`config.mk`:
```
export PLATFORM = sky130hd
export DESIGN_NAME = bp_be_rpt_sched
export DESIGN_NICKNAME = d
export VERILOG_FILES = /design/src/rtl/bp_be_pkg.sv /design/src/rtl/bsg_fifo_1r1w_small.sv /design/src/rtl/bp_be_rpt_sched.sv
export SDC_FILE = /design/constraint.sdc
export NUM_CORES = 1
export LEC_CHECK = 0
export CORE_AREA = 2 2 209 211
export DETAILED_ROUTE_END_ITERATION = 12
export DIE_AREA = 0 0 211 213
export GPL_ROUTABILITY_DRIVEN = 0
export GPL_TIMING_DRIVEN = 0
export PLACE_DENSITY = 0.7
export SETUP_SLACK_MARGIN = 0.2
export SLEW_MARGIN = 25
export SYNTH_ARGS = -nofsm -noshare
export SYNTH_HDL_FRONTEND = slang
export SYNTH_SLANG_ARGS = --single-unit
```
`constraint.sdc`:
```
create_clock -name clk_i -period 3.58 [get_ports clk_i]
set_clock_uncertainty 0.2 [all_clocks]
set_input_delay 0.358 -clock clk_i [delete_from_list [all_inputs] [get_ports clk_i]]
set_output_delay 0.358 -clock clk_i [all_outputs]
set_load 0.1 [all_outputs]
```
`src/rtl/bp_be_pkg.sv`:
```
// Shared backend types: processor config selector and the RPT scheduler prefetch FSM states.
package bp_be_pkg;

  typedef enum logic [0:0] {
    e_bp_default_cfg = 1'b0
  } bp_params_e;

  typedef enum logic [0:0] {
    e_idle  = 1'b0,
    e_burst = 1'b1
  } bp_be_rpt_sched_state_e;

  function automatic int vaddr_width_f(input bp_params_e cfg);
    case (cfg)
      e_bp_default_cfg: return 39;
      default:          return 39;
    endcase
  endfunction

endpackage

```
`src/rtl/bsg_fifo_1r1w_small.sv`:
```
// Small circular-buffer FIFO with valid/ready input, valid/yumi output and a synchronous clear.
module bsg_fifo_1r1w_small #(
  parameter int width_p = 8,
  parameter int els_p   = 4
) (
  input  logic               clk_i,
  input  logic               reset_i,
  input  logic               clear_i,
  input  logic               v_i,
  output logic               ready_o,
  input  logic [width_p-1:0] data_i,
  output logic               v_o,
  output logic [width_p-1:0] data_o,
  input  logic               yumi_i
);

  localparam int ptr_w_lp = (els_p > 1) ? $clog2(els_p) : 1;
  localparam int cnt_w_lp = $clog2(els_p + 1);
  localparam logic [ptr_w_lp-1:0] last_lp = ptr_w_lp'(els_p - 1);
  localparam logic [cnt_w_lp-1:0] full_lp = cnt_w_lp'(els_p);

  logic [width_p-1:0]  mem_q [els_p];
  logic [ptr_w_lp-1:0] rptr_q, rptr_d, wptr_q, wptr_d;
  logic [cnt_w_lp-1:0] cnt_q, cnt_d;
  logic                enq, deq;

  assign ready_o = (cnt_q != full_lp);
  assign v_o     = (cnt_q != '0);
  assign data_o  = mem_q[rptr_q];

  // Clear wins over any same-cycle push or pop.
  assign enq = v_i & ready_o & ~clear_i;
  assign deq = yumi_i & v_o & ~clear_i;

  always_comb begin
    rptr_d = rptr_q;
    wptr_d = wptr_q;
    cnt_d  = cnt_q;
    if (clear_i) begin
      rptr_d = '0;
      wptr_d = '0;
      cnt_d  = '0;
    end else begin
      if (enq) wptr_d = (wptr_q == last_lp) ? '0 : wptr_q + ptr_w_lp'(1);
      if (deq) rptr_d = (rptr_q == last_lp) ? '0 : rptr_q + ptr_w_lp'(1);
      if (enq & ~deq)      cnt_d = cnt_q + cnt_w_lp'(1);
      else if (deq & ~enq) cnt_d = cnt_q - cnt_w_lp'(1);
    end
  end

  always_ff @(posedge clk_i) begin
    if (reset_i) begin
      rptr_q <= '0;
      wptr_q <= '0;
      cnt_q  <= '0;
    end else begin
      rptr_q <= rptr_d;
      wptr_q <= wptr_d;
      cnt_q  <= cnt_d;
    end
  end

  always_ff @(posedge clk_i) begin
    if (enq) mem_q[wptr_q] <= data_i;
  end

endmodule

```
`src/rtl/bp_be_rpt_sched.sv`:
```
// RPT scheduler: queues retired loads, issues one per cycle with same-set bubbling, expands stride hits
// into prefetch bursts.  state | meaning:  e_idle | no burst active;  e_burst | presenting base+k*stride
module bp_be_rpt_sched
  import bp_be_pkg::*;
#(
  parameter bp_params_e bp_params_p       = e_bp_default_cfg,
  parameter int         rpt_sets_p        = 32,
  parameter int         stride_width_p    = 8,
  parameter int         queue_els_p       = 4,
  parameter int         prefetch_degree_p = 2,
  localparam int        vaddr_width_p     = vaddr_width_f(bp_params_p)
) (
  input  logic                      clk_i,
  input  logic                      reset_i,
  input  logic                      flush_i,

  input  logic                      ld_v_i,
  input  logic [vaddr_width_p-1:0]  ld_pc_i,
  input  logic [vaddr_width_p-1:0]  ld_eaddr_i,
  output logic                      ld_ready_and_o,

  input  logic                      rpt_init_done_i,
  output logic                      rpt_w_v_o,
  output logic [vaddr_width_p-1:0]  rpt_pc_o,
  output logic [vaddr_width_p-1:0]  rpt_eaddr_o,
  input  logic                      rpt_stride_v_i,
  input  logic [stride_width_p-1:0] rpt_stride_i,

  output logic                      pf_v_o,
  output logic [vaddr_width_p-1:0]  pf_vaddr_o,
  input  logic                      pf_yumi_i,
  output logic                      pf_drop_o
);

  localparam int         idx_width_lp = $clog2(rpt_sets_p);
  localparam logic [2:0] degree_lp    = 3'(prefetch_degree_p);

  logic                       fifo_v, fifo_ready;
  logic [2*vaddr_width_p-1:0] fifo_data;
  logic [vaddr_width_p-1:0]   head_pc, head_eaddr;
  logic                       hazard, issue;

  bsg_fifo_1r1w_small #(
    .width_p(2*vaddr_width_p),
    .els_p  (queue_els_p)
  ) queue (
    .clk_i  (clk_i),
    .reset_i(reset_i),
    .clear_i(flush_i),
    .v_i    (ld_v_i),
    .ready_o(fifo_ready),
    .data_i ({ld_pc_i, ld_eaddr_i}),
    .v_o    (fifo_v),
    .data_o (fifo_data),
    .yumi_i (issue)
  );

  assign head_pc        = fifo_data[2*vaddr_width_p-1:vaddr_width_p];
  assign head_eaddr     = fifo_data[vaddr_width_p-1:0];
  assign ld_ready_and_o = fifo_ready & ~reset_i;

  logic                    prev_v_q;
  logic [idx_width_lp-1:0] prev_idx_q;

  // One bubble suffices: the bubble cycle itself clears prev_v_q.
  assign hazard = prev_v_q & (head_pc[idx_width_lp-1:0] == prev_idx_q);
  assign issue  = fifo_v & rpt_init_done_i & ~flush_i & ~reset_i & ~hazard;

  assign rpt_w_v_o   = issue;
  assign rpt_pc_o    = issue ? head_pc    : '0;
  assign rpt_eaddr_o = issue ? head_eaddr : '0;

  always_ff @(posedge clk_i) begin
    if (reset_i) begin
      prev_v_q   <= 1'b0;
      prev_idx_q <= '0;
    end else begin
      prev_v_q   <= issue;
      prev_idx_q <= head_pc[idx_width_lp-1:0];
    end
  end

  // Shadow pipe lines up each issued eaddr with the RPT result two cycles later.
  logic                     sh1_v_q, sh2_v_q;
  logic [vaddr_width_p-1:0] sh1_eaddr_q, sh2_eaddr_q;

  always_ff @(posedge clk_i) begin
    if (reset_i | flush_i) begin
      sh1_v_q     <= 1'b0;
      sh2_v_q     <= 1'b0;
      sh1_eaddr_q <= '0;
      sh2_eaddr_q <= '0;
    end else begin
      sh1_v_q     <= issue;
      sh1_eaddr_q <= head_eaddr;
      sh2_v_q     <= sh1_v_q;
      sh2_eaddr_q <= sh1_eaddr_q;
    end
  end

  logic                     hit;
  logic [vaddr_width_p-1:0] stride_ext;

  assign hit        = rpt_stride_v_i & sh2_v_q & ~flush_i;
  assign stride_ext = {{(vaddr_width_p-stride_width_p){rpt_stride_i[stride_width_p-1]}}, rpt_stride_i};

  bp_be_rpt_sched_state_e   state_q;
  logic [2:0]               k_q;
  logic [vaddr_width_p-1:0] stride_q, addr_q;
  logic                     pf_v_q, pf_drop_q;

  always_ff @(posedge clk_i) begin
    if (reset_i) begin
      state_q   <= e_idle;
      k_q       <= 3'd0;
      stride_q  <= '0;
      addr_q    <= '0;
      pf_v_q    <= 1'b0;
      pf_drop_q <= 1'b0;
    end else begin
      pf_drop_q <= hit & (state_q == e_burst);
      if (flush_i) begin
        state_q <= e_idle;
        pf_v_q  <= 1'b0;
        addr_q  <= '0;
      end else begin
        case (state_q)
          e_idle: begin
            if (hit && (rpt_stride_i != '0)) begin
              state_q  <= e_burst;
              pf_v_q   <= 1'b1;
              k_q      <= 3'd1;
              stride_q <= stride_ext;
              addr_q   <= sh2_eaddr_q + stride_ext;
            end
          end
          e_burst: begin
            if (pf_yumi_i) begin
              if (k_q == degree_lp) begin
                state_q <= e_idle;
                pf_v_q  <= 1'b0;
                addr_q  <= '0;
              end else begin
                k_q    <= k_q + 3'd1;
                addr_q <= addr_q + stride_q;
              end
            end
          end
          default: begin
            state_q <= e_idle;
            pf_v_q  <= 1'b0;
          end
        endcase
      end
    end
  end

  assign pf_v_o     = pf_v_q & ~reset_i;
  assign pf_vaddr_o = pf_v_o ? addr_q : '0;
  assign pf_drop_o  = pf_drop_q & ~reset_i;

endmodule

```
==> summary.md <==
| Metric | Value |
|---|---|
| PD cells | `407 nW/µm²` |
| Total Power | `11.1 mW` |
| Peak VDD IR | `0.455 mV` |
| Clk_lat worst skew | `0.59 ns` |
| Layout area overhead | `29.9%` |
| CP Data Required Time | `3.02 ns` |
| Drt total wl | `50,400 µm` |
| # rows | `76` |
| CTS tree | `yes` |
| Tcrit/Tclk final | `99.3%` |
| Layout cells sized above 1 | `22.5%` |
| Die footprint | `44,900 µm²` |
| FF-to-FF setup slack | `0.03 ns` |
| CP Max Fanout | `8` |
| GRT overflow | `0` |
| Setup repair after global routing missed its margin | `yes` |
| Initial Utilization | `49.2%` |
| Max-slew violation count | `0` |
| R2R depth | `14` |
| Antenna violations before repair | `10` |
| Slew HR | `34.0%` |
| Dominant synthesized flop cell | `edfxtp_1` |
| DP HPWL | `34,700 µm` |
| Status | `complete, no violations` |
| Setup crit end | `rpt_eaddr_o[9]` |
| Worst path slowest cell | `mux4_2` |
| Max Freq | `0.281 GHz` |
| Maximum clock insertion buffer count | `3` |
| Hold Crit Class | `in2reg` |
| Critical path depth in cells | `10` |
| H-tree depth | `2` |
| Gr usage total | `22.3%` |
| Total CTS buffers | `47` |
| Synth Area per Inst | `13.2 µm²` |
| Vias in the first global route | `14,000` |
| CTS root buf | `clkbuf_16` |
| Layout net count | `2,061` |
| Seq/Total Area, Yosys | `58.6%` |
| Largest net degree at the start of global routing | `42` |
| Worst-path cell chain | `buf_8 > mux4_2 > xnor2_2 > nand4_1 > o2111ai_4 > buf_12 > buf_12 > clkbuf_16 > nor2b_4 > buf_12` |
| Worst setup margin | `0.0237 ns` |
| CP max stage delay | `0.57 ns` |
| Hold_buf cts | `0` |
| First-iteration detailed-routing DRC count | `804` |
| Sink Count | `460` |
| RR Endpoint | `queue.cnt_q[2]` |
| Post-synthesis instance total | `1,591` |
| Vias | `13,800` |
| CP Capture Type | `primary output` |
| Vias per Instance | `5.61` |
| Die height | `213 µm` |
| Worst-Margin Slew | `0.988 ns` |
| Mapped Area | `21,000 µm²` |
| Synthesized flop and latch total | `460` |
| DRC | `0` |
| CTS clk-pin slew, worst paths | `0.07 ns` |
| Crit path time final | `3.56 ns` |
| Largest delay share family, worst path | `buffers and inverters` |
| Dpl ws | `-1.34 ns` |
| CP Buf/Inv Count | `5` |
| Worst path most repeated cell | `buf_12` |
| P_leak | `10.1 nW` |
| Startpoint Class | `register` |
| Overall die width | `211 µm` |
| Hold Vio Cnt, Final | `0` |
| MaxCap Viol Count | `0` |
| Initial DRT Pass Iterations | `5` |
| IO Pins | `214` |
| Synth unique cells | `83` |
| Synth warnings | `0` |
| Fraction of registers with async set/reset | `0%` |
| IO Port Bufs | `213` |
| EDFF count, synth | `312` |
| WL per Instance | `20.4 µm` |
| Crit Path Class | `reg2out` |
| First-pass GRT wire length | `77,100 µm` |
| Synthesized Nets | `1,771` |
| # setup viols final | `0` |
| Antenna Nets Post-Route | `0` |
| Fillcell total | `3,102` |
| Core Area | `42,700 µm²` |
| Crit path DAT | `3.00 ns` |
==> layer usage <==
metal,global-route usage [%],up-vias,part of all wire [%]
met2,37.1,426,49
met5,0,-,0.21
met1,28.0,6731,41
met4,8.11,16,3.1
li1,-,6554,-
met3,6.19,104,7.4
==> worst reg2reg max path, delay by kind of cell (launching register included) <==
| family | cells | cell delay [ns] |
|---|---|---|
| buffers and inverters | 5 | 0.68 |
| muxes | 1 | 0.58 |
| and+or+nand+nor | 2 | 0.48 |
| adders and majority gates | 2 | 0.47 |
| AOI/OAI and AO/OA | 2 | 0.39 |
| xor gates and xnor gates | 2 | 0.34 |
| DFF | 1 | 0.33 |
==> metrics by stage <==
| step | std cells | instance area, µm² | util [%] | hold WS (ns) | setup TNS [ns] |
|---|---|---|---|---|---|
| 4_1_cts | 2448 | 26600 | 62.3 | 0.174 | -0.0583 |
| 6_report | 2466 | 27300 | 64.0 | 0.192 | 0 |
| 3_3_place_gp | 2350 | 23900 | 56.1 | 0.209 | -660.87 |
| 3_5_place_dp | 2356 | 24100 | 56.4 | 0.211 | -91.84 |
| 5_1_grt | 2465 | 27300 | 64.0 | 0.189 | -2.46 |
| 2_1_floorplan | 1591 | 21100 | - | 0.206 | -4.50 |
==> cells by family (layout without fill, tap and decap cells) <==
logic type	count (synthesis)	count (layout)	share of synthesized area [%]
AOI/OAI and AO/OA	314	314	10.3
xor gates and xnor gates	78	78	3.25
adders and majority gates	87	87	5.28
buffers and inverters	107	433	2.23
DFF	460	460	58.6
muxes	87	87	8.78
other	0	3	0
and+or+nand+nor	458	458	11.5
==> cells in the mapped netlist (all sizes together), types with 18 or more instances <==
library cell	n	area (µm²)
edfxtp	312	9370
dfxtp	148	2960
and2	125	785
nor2	95	359
ha	84	1050
a21oi	83	434
nor2b	83	519
nand2	82	310
mux4	78	1760
o21ai	66	345
clkbuf	57	256
xnor2	46	403
a21o	38	288
xor2	32	280
inv	31	116
o221ai	24	210
a31oi	20	146
buf	18	91.3
==> worst min path at each step <==
stage / end / depth (start not counted) / startpoint / slack (ns)
6_report: stride_q[7] / 3 / rpt_stride_i[7] / 0.19
5_1_grt: queue.mem_q[1][0] / 1 / ld_eaddr_i[0] / 0.19
4_1_cts: queue.mem_q[2][19] / 1 / ld_eaddr_i[19] / 0.17
3_5_place_dp: sh2_eaddr_q[35] / 1 / sh1_eaddr_q[35] / 0.21
3_3_place_gp: sh2_eaddr_q[34] / 1 / sh1_eaddr_q[34] / 0.21
2_1_floorplan: sh2_eaddr_q[0] / 1 / sh1_eaddr_q[0] / 0.21
==> cell usage in the layout, fill, tap and decap left out, drive strengths merged, types with 20 or more instances in the layout <==
master / n
a21o: 38
a21oi: 83
a31oi: 20
and2: 125
buf: 123
clkbuf: 127
clkdlybuf4s50: 93
clkinv: 20
dfxtp: 148
dlygate4sd2: 29
edfxtp: 312
ha: 84
inv: 31
mux4: 78
nand2: 82
nor2: 95
nor2b: 83
o21ai: 66
o221ai: 24
xnor2: 46
xor2: 32
==> state kept, by name, summed over array words and instances, names as in the netlist, named ones only <==
register / flops
queue.rptr_q: 2
state_q: 1
queue.cnt_q: 3
sh2_eaddr_q: 39
sh1_v_q: 1
pf_drop_q: 1
sh1_eaddr_q: 39
prev_v_q: 1
queue.mem_q: 312
sh2_v_q: 1
stride_q: 8
pf_v_q: 1
addr_q: 39
queue.wptr_q: 2
prev_idx_q: 5
k_q: 3
==> layout make-up <==
| cell class | instances | area (µm²) | share of cell area, % |
|---|---|---|---|
| diodes | 3 | 7.51 | 0.0275 |
| plain buffers | 74 | 536 | 1.96 |
| clock buffers | 60 | 1250 | 4.56 |
| clock inverters | 25 | 204 | 0.746 |
| inverters | 32 | 123 | 0.449 |
| multi-input cells | 1024 | 8960 | 32.8 |
| flip-flops and latches | 460 | 12300 | 45.2 |
| well taps | 546 | 683 | 2.50 |
| repair buffers | 242 | 3220 | 11.8 |
==> what timing repair did <==
item | 4_1_cts | 5_1_grt
cloned | 2 | 5
buffers inserted | 5 | 11
resized for setup | 828 | 155
endpoints found under the setup margin | 147 | 102
pin swaps | 4 | 11
endpoints found under the hold margin | 0 | 0
==> power by group <==
part | internal (mW) | switching [mW] | total, mW
registers | 5.76 | 0.0242 | 5.79
logic | 0.338 | 0.408 | 0.746
clock network | 2.56 | 2.04 | 4.60
total | 8.66 | 2.48 | 11.1
Power figures use the tool's default switching activity.
